--- config.mk ---
export PLATFORM = sky130hd
export DESIGN_NAME = control_unit_flat
export DESIGN_NICKNAME = d
export VERILOG_FILES = /design/src/rtl/cpuConfig.sv /design/src/rtl/control_unit_if.sv /design/src/rtl/switch_sync.sv /design/src/rtl/control_unit.sv /design/src/flat_wrapper.sv
export SDC_FILE = /design/constraint.sdc
export NUM_CORES = 1
export LEC_CHECK = 0
export CAP_MARGIN = 20
export CORE_MARGIN = 2
export CORE_UTILIZATION = 40
export DETAILED_ROUTE_END_ITERATION = 16
export GPL_TIMING_DRIVEN = 0
export PLACE_DENSITY = 0.88
export SLEW_MARGIN = 0
export SYNTH_ARGS = -nofsm -noshare
export SYNTH_HDL_FRONTEND = slang
export SYNTH_SLANG_ARGS = --single-unit
--- constraint.sdc ---
create_clock -name clk -period 2 [get_ports clk]
set_input_delay 0.4 -clock clk [delete_from_list [all_inputs] [get_ports clk]]
set_output_delay 0.4 -clock clk [all_outputs]
set_load 0.1 [all_outputs]
--- src/rtl/cpuConfig.sv ---
// Shared CPU encodings: ALU functions, instruction classes and control sub-operations.
package cpuConfig;

    typedef enum logic [2:0] {
        ALU_ADD = 3'd0,
        ALU_SUB = 3'd1,
        ALU_AND = 3'd2,
        ALU_OR  = 3'd3,
        ALU_XOR = 3'd4,
        ALU_NOT = 3'd5,
        ALU_SHL = 3'd6,
        ALU_SHR = 3'd7
    } aluFunc_t;

    typedef enum logic [1:0] {
        ALU_REG = 2'b00,
        ALU_IMM = 2'b01,
        ALU_SW  = 2'b10,
        CTRL    = 2'b11
    } instrClass_t;

    typedef enum logic [2:0] {
        JMP  = 3'b000,
        HALT = 3'b001
    } ctrlOp_t;

endpackage

--- src/rtl/control_unit_if.sv ---
// Bus between the control unit (master) and the program ROM / datapath (slave).
interface control_unit_if
    import cpuConfig::*;
#(
    parameter int N      = 8,
    parameter int R_SIZE = 3,
    parameter int P_SIZE = 8,
    parameter int I_SIZE = 16
) ();

    logic [I_SIZE-1:0] instrIn;
    logic              switchIn;
    logic [P_SIZE-1:0] pcOut;
    aluFunc_t          aluFunc;
    logic              aluImmediate;
    logic              immSwitches;
    logic [R_SIZE-1:0] opD;
    logic [N-1:0]      opS;
    logic              regWrite;
    logic              halted;

    modport master (
        input  instrIn, switchIn,
        output pcOut, aluFunc, aluImmediate, immSwitches, opD, opS, regWrite, halted
    );

    modport slave (
        output instrIn, switchIn,
        input  pcOut, aluFunc, aluImmediate, immSwitches, opD, opS, regWrite, halted
    );

endinterface

--- src/rtl/switch_sync.sv ---
// Two-flop synchronizer bringing the raw load switch into the clk domain.
module switch_sync (
    input  logic clk,
    input  logic reset,
    input  logic d,
    output logic q
);

    logic [1:0] sync_reg;

    always_ff @(posedge clk or posedge reset) begin
        if (reset) begin
            sync_reg <= 2'b00;
        end else begin
            sync_reg <= {sync_reg[0], d};
        end
    end

    assign q = sync_reg[1];

endmodule

--- src/rtl/control_unit.sv ---
// Instruction sequencer: decodes the ROM word, steps the pc and waits on the load
// switch for class-10 instructions so each press produces exactly one register write.
module control_unit
    import cpuConfig::*;
#(
    parameter int N      = 8,
    parameter int A_SIZE = 3,
    parameter int R_SIZE = 3,
    parameter int P_SIZE = 8,
    parameter int I_SIZE = 16
) (
    input  logic clk,
    input  logic reset,
    control_unit_if.master bus
);

    typedef enum logic [1:0] {RUN, WAIT_PRESS, WAIT_RELEASE, HALTED} state_t;

    localparam logic [P_SIZE-1:0] PC_ONE = P_SIZE'(1);

    state_t            state_reg;
    logic [P_SIZE-1:0] pc_reg;
    logic              sw_sync;
    logic [I_SIZE-1:0] instr;
    instrClass_t       instr_class;
    logic [2:0]        subop;
    logic              reg_write_next;
    logic              alu_imm_next;
    logic              imm_sw_next;

    assign instr       = bus.instrIn;
    assign instr_class = instrClass_t'(instr[I_SIZE-1 -: 2]);
    assign subop       = instr[11 +: 3];

    switch_sync u_switch_sync (
        .clk   (clk),
        .reset (reset),
        .d     (bus.switchIn),
        .q     (sw_sync)
    );

    always_ff @(posedge clk or posedge reset) begin
        if (reset) begin
            state_reg <= RUN;
            pc_reg    <= '0;
        end else begin
            case (state_reg)
                RUN: begin
                    case (instr_class)
                        ALU_REG, ALU_IMM: pc_reg <= pc_reg + PC_ONE;
                        ALU_SW:           state_reg <= WAIT_PRESS;
                        default: begin
                            if (subop == JMP) begin
                                pc_reg <= instr[P_SIZE-1:0];
                            end else if (subop == HALT) begin
                                state_reg <= HALTED;
                            end else begin
                                pc_reg <= pc_reg + PC_ONE;
                            end
                        end
                    endcase
                end
                // The write happens on the press edge; the release wait keeps a long press from re-writing.
                WAIT_PRESS: begin
                    if (sw_sync) begin
                        state_reg <= WAIT_RELEASE;
                    end
                end
                WAIT_RELEASE: begin
                    if (!sw_sync) begin
                        pc_reg    <= pc_reg + PC_ONE;
                        state_reg <= RUN;
                    end
                end
                default: state_reg <= HALTED;
            endcase
        end
    end

    always_comb begin
        reg_write_next = 1'b0;
        alu_imm_next   = 1'b0;
        imm_sw_next    = 1'b0;
        case (state_reg)
            RUN: begin
                case (instr_class)
                    ALU_REG: reg_write_next = 1'b1;
                    ALU_IMM: begin
                        reg_write_next = 1'b1;
                        alu_imm_next   = 1'b1;
                    end
                    ALU_SW: begin
                        alu_imm_next = 1'b1;
                        imm_sw_next  = 1'b1;
                    end
                    default: ;
                endcase
            end
            WAIT_PRESS: begin
                alu_imm_next   = 1'b1;
                imm_sw_next    = 1'b1;
                reg_write_next = sw_sync;
            end
            WAIT_RELEASE: begin
                alu_imm_next = 1'b1;
                imm_sw_next  = 1'b1;
            end
            default: ;
        endcase
    end

    // Reset gates the write enable directly so the datapath sees no write while reset is held.
    assign bus.regWrite     = reg_write_next & ~reset;
    assign bus.aluImmediate = alu_imm_next;
    assign bus.immSwitches  = imm_sw_next;
    assign bus.aluFunc      = aluFunc_t'(instr[11 +: A_SIZE]);
    assign bus.opD          = instr[8 +: R_SIZE];
    assign bus.opS          = instr[0 +: N];
    assign bus.pcOut        = pc_reg;
    assign bus.halted       = (state_reg == HALTED);

endmodule

--- src/flat_wrapper.sv ---
// flat-port wrapper written by rule: the top's interface ports become plain ports
module control_unit_flat import cpuConfig::*;
#(
    parameter int N      = 8,
    parameter int A_SIZE = 3,
    parameter int R_SIZE = 3,
    parameter int P_SIZE = 8,
    parameter int I_SIZE = 16
)
  (clk, reset, bus_instrIn, bus_switchIn, bus_pcOut, bus_aluFunc, bus_aluImmediate, bus_immSwitches, bus_opD, bus_opS, bus_regWrite, bus_halted);
  control_unit_if #(.N(N), .R_SIZE(R_SIZE), .P_SIZE(P_SIZE), .I_SIZE(I_SIZE)) bus_i ();
  input  logic clk;
  input  logic reset;
  input wire logic [$bits(bus_i.instrIn)-1:0] bus_instrIn;
  input wire logic [$bits(bus_i.switchIn)-1:0] bus_switchIn;
  output wire logic [$bits(bus_i.pcOut)-1:0] bus_pcOut;
  output wire logic [$bits(bus_i.aluFunc)-1:0] bus_aluFunc;
  output wire logic [$bits(bus_i.aluImmediate)-1:0] bus_aluImmediate;
  output wire logic [$bits(bus_i.immSwitches)-1:0] bus_immSwitches;
  output wire logic [$bits(bus_i.opD)-1:0] bus_opD;
  output wire logic [$bits(bus_i.opS)-1:0] bus_opS;
  output wire logic [$bits(bus_i.regWrite)-1:0] bus_regWrite;
  output wire logic [$bits(bus_i.halted)-1:0] bus_halted;
  assign bus_i.instrIn = bus_instrIn;
  assign bus_i.switchIn = bus_switchIn;
  assign bus_pcOut = bus_i.pcOut;
  assign bus_aluFunc = bus_i.aluFunc;
  assign bus_aluImmediate = bus_i.aluImmediate;
  assign bus_immSwitches = bus_i.immSwitches;
  assign bus_opD = bus_i.opD;
  assign bus_opS = bus_i.opS;
  assign bus_regWrite = bus_i.regWrite;
  assign bus_halted = bus_i.halted;
  control_unit #(.N(N), .A_SIZE(A_SIZE), .R_SIZE(R_SIZE), .P_SIZE(P_SIZE), .I_SIZE(I_SIZE)) u_core (.clk(clk), .reset(reset), .bus(bus_i));
endmodule
==> results of run 1 <==
repair_timing:
| item | in CTS | in global routing |
|---|---|---|
| gates resized for setup | 96 | 14 |
| pin swaps | 7 | 1 |
| endpoints found under the setup margin | 31 | 14 |
| buffers inserted | 2 | 0 |
| cloned | 1 | 0 |
area by class of cell:
cell class / count / area [sq um] / area share (%)
buffer: 16 / 128 / 8.30
clock buffer: 3 / 22.5 / 1.46
inverter: 8 / 30.0 / 1.95
multi-input combinational: 67 / 571 / 37.1
sequential: 12 / 300 / 19.5
tap: 28 / 35.0 / 2.28
timing repair buffer: 44 / 452 / 29.4
worst max-delay path: cells and delay by family:
kind | cells | cell delay (ns)
buffers and inverters | 3 | 1.17
how the worst min path moves through the flow:
stage                                          start                               end  slack, ns  depth (start not counted)
global route        u_core.u_switch_sync.sync_reg[0]  u_core.u_switch_sync.sync_reg[1]       0.37                          0
floorplan                                      reset               u_core.bus.pcOut[0]       0.26                          1
global placement    u_core.u_switch_sync.sync_reg[0]  u_core.u_switch_sync.sync_reg[1]       0.34                          0
detailed placement  u_core.u_switch_sync.sync_reg[0]  u_core.u_switch_sync.sync_reg[1]       0.34                          0
CTS                 u_core.u_switch_sync.sync_reg[0]  u_core.u_switch_sync.sync_reg[1]       0.36                          0
finish              u_core.u_switch_sync.sync_reg[0]  u_core.u_switch_sync.sync_reg[1]       0.35                          0
logic make-up (layout without fill, tap and decap cells):
family / Yosys count / after routing / synth area share, %
AO/OA/AOI/OAI: 28 / 28 / 19.8
AND/OR/NAND/NOR: 25 / 25 / 14.2
buffers and inverters: 25 / 71 / 16.6
flip-flops: 12 / 12 / 32.2
adder cells (fa/ha/maj): 8 / 8 / 10.7
multiplexers: 6 / 6 / 6.43
synthesized netlist by cell type, drive strengths merged:
library cell  number  area, sq um
o21a               1         7.51
a21oi              8         40.0
nor2               4         15.0
nor3               1         5.00
a22oi              3         22.5
nor3b              1         7.51
o21ai              6         30.0
buf               16          121
ha                 8          100
nand2              8         30.0
dfrtp             12          300
mux2i              6         60.1
clkbuf             1         3.75
nor4               1         6.26
nand3              3         15.0
or3                1         11.3
a31oi              1         6.26
o311ai             2         17.5
o221a              1         11.3
o22ai              1         6.26
a2bb2oi            4         35.0
o221ai             1         8.76
nand4              2         12.5
or4                1         11.3
and3               3         18.8
inv                8         30.0
metal layers:
metal	part of all wire, %	vias to the layer above
li1	-	456
met2	56	34
met3	6.0	6
met4	1.7	0
met5	0	-
met1	36	427
through the flow:
step | area (sq um) | setup TNS (ns) | hold slack, ns | utilization (%)
final | 1540 | 0 | 0.355 | 69.5
after global routing | 1540 | -0.0503 | 0.371 | 69.5
after CTS | 1520 | 0 | 0.357 | 68.9
after detailed placement | 1410 | -13.75 | 0.342 | 63.6
after global placement | 1410 | -12.89 | 0.335 | 63.6
after floorplan | 962 | -0.0228 | 0.265 | -
==> flow_summary.toml, run 1 <==
[run_status]
status = "complete, no violations"

[global_route]
use_met1_pct = 22.6
grt_max_degree = 13
use_met3_pct = 4.57
grt_overflow = 0
grt_pass1_wl_um = 4060
grt.busiest_layer = "met2"
use_met2_pct = 36.3
track_usage_pct = 20.3
antenna_found_initial = 0
grt_pass1_vias = 928

[clock_tree]
cts_made_buffers = 3
cts.sinks = 12
path_clk_slew_ns = 0.06
h-tree-depth = 1
root_buffer = "clkbuf_4"
cts_buffer_depth = 2
clk_latency_ns = 0.28
cts_hold_buf = 0
cts_tree = "yes"

[logic_synthesis]
yosysSeqAreaShare_pct = 32.2
netlist_instances = 104
ys_ff_latch = 12
syn-cell-area_sq_um = 933
synth_nets = 131
avgSynthCellArea_sq_um = 8.97
ys_types = 29
yosysWarnings = 0

[final_layout]
fillers = 180
final_layout_size_suffix_gt1_share_pct = 40.7
diodes = 0
area_growth_pct = 64.7
nets = 179
largest_reg_flops = 8
finalNonFillerCells = 178
mostFrequentLayoutCells = "buf_4, clkdlybuf4s15_2, dfrtp_1, clkdlybuf4s50_1, nand2_1"
final_common_cell = "buf_4"

[setup_path]
crit_path_end = "bus_opS[3]"
critical_path_class = "input port to output port"
timing.rr.start = "u_core.state_reg[0]"
slowest_delay_ns = 0.54
worstPathRequired_ns = 1.60
reg2regPathDepth = 7
rrSetupSlack_ns = 0.13
worstPathCellList = "clkdlybuf4s50_1 -> buf_4 -> clkdlybuf4s15_2"
crit_path_start = "bus_instrIn[3]"
cp-start-kind = "input port"
end_kind = "output port"
r2r-end = "u_core.bus.pcOut[4]"
crit_slowest_cell = "clkdlybuf4s15_2"
cp_max_fo = 2
cp.arrival_ns = 1.56

[timing]
fin_crit_sh_pct = 98.1
skew_ns = 0.0104
setup_ws_ns = 0.0384
tightest_slew_ns = 0.965
final_hold_viol_count = 0
slew_headroom_pct = 35.6
setup_viol = 0
slew_violations = 0
max_freq_mhz = 510
period_minus_slack_ns = 1.96
grt_setup_unrepaired = "yes"

[floorplanning]
die_w_um = 52.3
die_h_um = 52.3
rows = 17
die_area_sq_um = 2740
core_area_sq_um = 2210
initial_core_util_pct = 42.2
io_pins = 45

[drt]
first_pass_iters = 4
vias = 923
routed_wl_um = 2550
antenna_left = 0
route.detailed.drc = 0
drtIter0Drc = 14
drt-wirelength-per-cell_um = 14.3
avgViaCountPerCell = 5.19

[placement]
dpl.cell_count = 173
dp_hpwl_um = 1900
gp_congestion = 0.811
place_ws_ns = -1.02
port_buffers = 41

[hold_path]
hold_path.class = "flip-flop to flip-flop"

[job]
maxCapViolCount = 0
Power of run 1 is not shown: default switching activity piles up to over one toggle a cycle in this logic, so the estimate is an artifact.
==> inputs of run 2 (changes only) <==
--- a/config.mk
+++ b/config.mk
@@ -10,7 +10,7 @@
 export CORE_UTILIZATION = 40
 export DETAILED_ROUTE_END_ITERATION = 16
 export GPL_TIMING_DRIVEN = 0
-export PLACE_DENSITY = 0.88
+export PLACE_DENSITY = 0.86
 export SLEW_MARGIN = 0
 export SYNTH_ARGS = -nofsm -noshare
 export SYNTH_HDL_FRONTEND = slang
==> flow_summary.toml, run 2 (synthesis results as in run 1) <==
[run_status]
status = "complete, no violations"

[floorplanning]
die_area_sq_um = 2740
die_w_um = 52.3
initial_core_util_pct = 42.2
core_area_sq_um = 2210
rows = 17
die_h_um = 52.3
io_pins = 45

[timing]
grt_setup_unrepaired = "no"
slew_violations = 0
slew_headroom_pct = 35.8
skew_ns = 0.00414
period_minus_slack_ns = 1.97
final_hold_viol_count = 0
fin_crit_sh_pct = 98.7
max_freq_mhz = 507
tightest_slew_ns = 0.961
setup_viol = 0

[drt]
antenna_left = 0
first_pass_iters = 4
drtIter0Drc = 16
drt-wirelength-per-cell_um = 14.4
route.detailed.drc = 0
routed_wl_um = 2550
vias = 962
avgViaCountPerCell = 5.44

[final_layout]
fin_util_pct = 68.8
nets = 178
final_common_cell = "buf_4"
largest_reg_flops = 8
diodes = 0
final_layout_size_suffix_gt1_share_pct = 40.3
mostFrequentLayoutCells = "buf_4, dfrtp_1, clkdlybuf4s50_1, clkdlybuf4s15_2, nand2_1"
area_growth_pct = 63.1

[hold_path]
hold_path.class = "flip-flop to flip-flop"

[setup_path]
end_kind = "flip-flop"
critical_path_class = "input port to flip-flop"
cp-start-kind = "input port"
worstPathRequired_ns = 2.20
cp_max_fo = 5
cp.arrival_ns = 2.18

[global_route]
track_usage_pct = 18.9
grt_max_degree = 13
antenna_found_initial = 0
grt_pass1_vias = 889
grt_pass1_wl_um = 3860
grt_overflow = 0

[job]
maxCapViolCount = 0

[clock_tree]
root_buffer = "clkbuf_4"
cts_buffer_depth = 2
h-tree-depth = 1
cts_tree = "yes"
cts_made_buffers = 3
path_clk_slew_ns = 0.07
cts.sinks = 12
clk_latency_ns = 0.27
cts_hold_buf = 0

[placement]
gp_congestion = 0.806
port_buffers = 41
dp_hpwl_um = 1790
[run 2: cell type report]
| class | instances | area, sq um |
|---|---|---|
| clock buffers | 3 | 22.5 |
| repair buffers | 43 | 448 |
| multi-input cells | 67 | 559 |
| flip-flops and latches | 12 | 300 |
| inverters | 8 | 30.0 |
| well taps | 28 | 35.0 |
| fillers | 186 | 689 |
| plain buffers | 16 | 128 |
[run 2: path summary, 6_finish.rpt]
check,startpoint,end,slack (ns),cells past startpoint
min in group asynchronous,reset,u_core.bus.pcOut[3],0.52,2
max in group asynchronous,reset,u_core.bus.pcOut[4],1.17,2
min,u_core.u_switch_sync.sync_reg[0],u_core.u_switch_sync.sync_reg[1],0.36,0
max,bus_instrIn[14],u_core.bus.pcOut[6],0.03,8
min reg2reg,u_core.u_switch_sync.sync_reg[0],u_core.u_switch_sync.sync_reg[1],0.36,0
max reg2reg,u_core.state_reg[0],u_core.bus.pcOut[4],0.12,7
[run 2: what timing repair did]
item	4_1_cts	5_1_grt
setup endpoints to repair	32	10
setup buffers	1	0
resized for setup	88	20
pin swaps	4	3
cloned	0	1
[run 2: stage by stage]
step	hold WS, ns	instance area (sq um)	std cells	setup slack, ns	setup TNS [ns]
3_3_place_gp	0.335	1410	173	-0.955	-12.94
3_5_place_dp	0.342	1410	173	-1.01	-13.91
5_1_grt	0.379	1520	177	0.000817	0
2_1_floorplan	0.265	962	104	-0.0228	-0.0228
4_1_cts	0.358	1490	176	0.00243	0
6_report	0.357	1520	177	0.0263	0
[run 2: critical path, cell delays in order]
cell and delay [ns]:
clkbuf_2 0.11, inv_1 0.06, ha_2 0.17, or4_4 0.52, or3_4 0.46, buf_8 0.15, mux2i_4 0.18, a2bb2oi_2 0.13
[run 2: metal layers]
metal	share of wire [%]	GRT usage (%)	routed length, um	up-vias
met2	57	36.7	1450	42
met4	0.98	4.70	25	0
met3	6.2	5.43	159	4
met1	36	19.3	917	457
li1	-	-	-	459
met5	0	0	0	-
Power of run 2 is left out for the same reason.
==> inputs of run 3 (changes only) <==
--- a/config.mk
+++ b/config.mk
@@ -10,8 +10,7 @@
 export CORE_UTILIZATION = 40
 export DETAILED_ROUTE_END_ITERATION = 16
 export GPL_TIMING_DRIVEN = 0
-export PLACE_DENSITY = 0.86
-export SLEW_MARGIN = 0
+export PLACE_DENSITY_LB_ADDON = 0.12
 export SYNTH_ARGS = -nofsm -noshare
 export SYNTH_HDL_FRONTEND = slang
 export SYNTH_SLANG_ARGS = --single-unit
==> constraint.sdc (replaced) <==
create_clock -name clk -period 1.9 [get_ports clk]
set_input_delay 0.38 -clock clk [delete_from_list [all_inputs] [get_ports clk]]
set_output_delay 0.38 -clock clk [all_outputs]
set_load 0.1 [all_outputs]
==> flow_summary.toml, run 3 (synthesis results as in run 1) <==
[drt]
top_layer = "met4"
antenna_left = 0
avgViaCountPerCell = 5.32
first_pass_iters = 4
drtIter0Drc = 20
wl_met1_um = 1050
dr_wl_met3_um = 124
vias = 963
drt-wirelength-per-cell_um = 14.8
wl_met2_um = 1470
route.detailed.drc = 0
routed_wl_um = 2680

[global_route]
grt_max_degree = 13
track_usage_pct = 18.4
antenna_found_initial = 0
grt_pass1_vias = 853
grt_overflow = 0
grt_pass1_wl_um = 3750

[run_status]
violations = "negative setup slack"
status = "finished, violations left"

[clock_tree]
cts.sinks = 12
clk_latency_ns = 0.28
cts_made_buffers = 3
h-tree-depth = 1
cts_hold_buf = 0
root_buffer = "clkbuf_4"
cts_buffer_depth = 2
cts_tree = "yes"
path_clk_slew_ns = 0.07

[timing]
grt_setup_unrepaired = "yes"
setup_ws_ns = -0.0308
slew_headroom_pct = 36.9
period_minus_slack_ns = 1.93
final_hold_viol_count = 0
tns_ns = -0.0308
max_freq_mhz = 518
tightest_slew_ns = 0.950
slew_violations = 0
setup_viol = 1
fin_crit_sh_pct = 102
skew_ns = 0.00862

[setup_path]
path_delay_family = "simple AND/OR/NAND/NOR gates"
cp_max_fo = 5
cp.arrival_ns = 2.08
timing.rr.start = "u_core.state_reg[0]"
r2r-end = "u_core.bus.pcOut[5]"
reg2regPathDepth = 7
slowest_delay_ns = 0.56
critical_path_class = "input port to flip-flop"
critPathBufInv = 3
worstPathCellList = "buf_12 -> inv_12 -> ha_4 -> or4_4 -> or3_4 -> buf_8 -> mux2i_1 -> a2bb2oi_1"
worstPathRequired_ns = 2.05
end_kind = "flip-flop"
rrSetupSlack_ns = 0.09
cp-start-kind = "input port"
crit_slowest_cell = "or4_4"

[placement]
dp_hpwl_um = 1830
port_buffers = 41
place_area_sq_um = 1450
gp_congestion = 0.788
dpl.cell_count = 173
place_ws_ns = -1.20

[final_layout]
final_layout_size_suffix_gt1_share_pct = 50.3
stdcell_area_sq_um = 1580
largest_reg_flops = 8
area_growth_pct = 69.6
mostFrequentLayoutCells = "buf_4, clkdlybuf4s50_1, dfrtp_1, nand2_1, buf_2"
diodes = 0
finalNonFillerCells = 181
final_common_cell = "buf_4"
nets = 181

[floorplanning]
core_area_sq_um = 2210
die_area_sq_um = 2740
rows = 17
die_h_um = 52.3
io_pins = 45
die_w_um = 52.3
initial_core_util_pct = 42.2

[hold_path]
hold_path.class = "flip-flop to flip-flop"
hp-start = "u_core.u_switch_sync.sync_reg[0]"
min_path_cells = 0
whs_endpoint = "u_core.u_switch_sync.sync_reg[1]"

[job]
maxCapViolCount = 0
run 3: changes by cell type in the layout (fill, tap and decap cells not counted), sizes merged:
cell | previous run | this run
clkbuf | 9 | 10
clkdlybuf4s15 | 10 | 6
dlymetal6s2s | 3 | 0
buf | 21 | 32
clkdlybuf4s18 | 1 | 2
dlygate4sd2 | 7 | 5
run 3: layout make-up:
cell class | count | area [sq um]
Sequential cell | 12 | 303
Buffer | 16 | 128
Clock buffer | 4 | 26.3
Multi-Input combinational cell | 67 | 609
Tap cell | 28 | 35.0
Timing Repair Buffer | 46 | 432
Inverter | 8 | 50.0
Fill cell | 164 | 629
run 3: routing by layer:
metal,GRT usage (%),vias to the layer above
met3,4.57,4
met1,20.4,475
met2,34.4,25
li1,-,459
met4,4.70,0
met5,0,-
run 3: what timing repair did:
| action | 4_1_cts | 5_1_grt |
|---|---|---|
| endpoints found under the setup margin | 36 | 18 |
| pin swaps | 2 | 7 |
| resized for setup | 115 | 30 |
| setup buffers | 0 | 4 |
| gates cloned | 0 | 1 |
run 3: worst reg2reg max path, stage by stage, from the launching register on:
cell	delay [ns]
dfrtp_1	0.43
inv_2	0.10
ha_4	0.20
buf_4	0.14
nand2_1	0.07
o221ai_1	0.53
a21oi_2	0.07
a2bb2oi_2	0.16
run 3: worst max path at each step:
stage | from | slack [ns] | cells after the start | endpoint
floorplan | u_core.state_reg[0] | -0.10 | 5 | bus_regWrite
global placement | bus_instrIn[15] | -1.18 | 5 | bus_immSwitches
detailed placement | bus_instrIn[15] | -1.20 | 6 | bus_regWrite
CTS | u_core.state_reg[0] | -0.0002 | 5 | bus_regWrite
global route | bus_instrIn[15] | -0.03 | 8 | u_core.bus.pcOut[6]
finish | bus_instrIn[15] | -0.03 | 8 | u_core.bus.pcOut[6]
run 3: metrics by stage:
step	util, %	hold WS [ns]
floorplan	-	0.245
global placement	65.7	0.336
detailed placement	65.7	0.347
CTS	66.8	0.364
global route	71.5	0.371
finish	71.5	0.356
Power of run 3 is left out for the same reason.
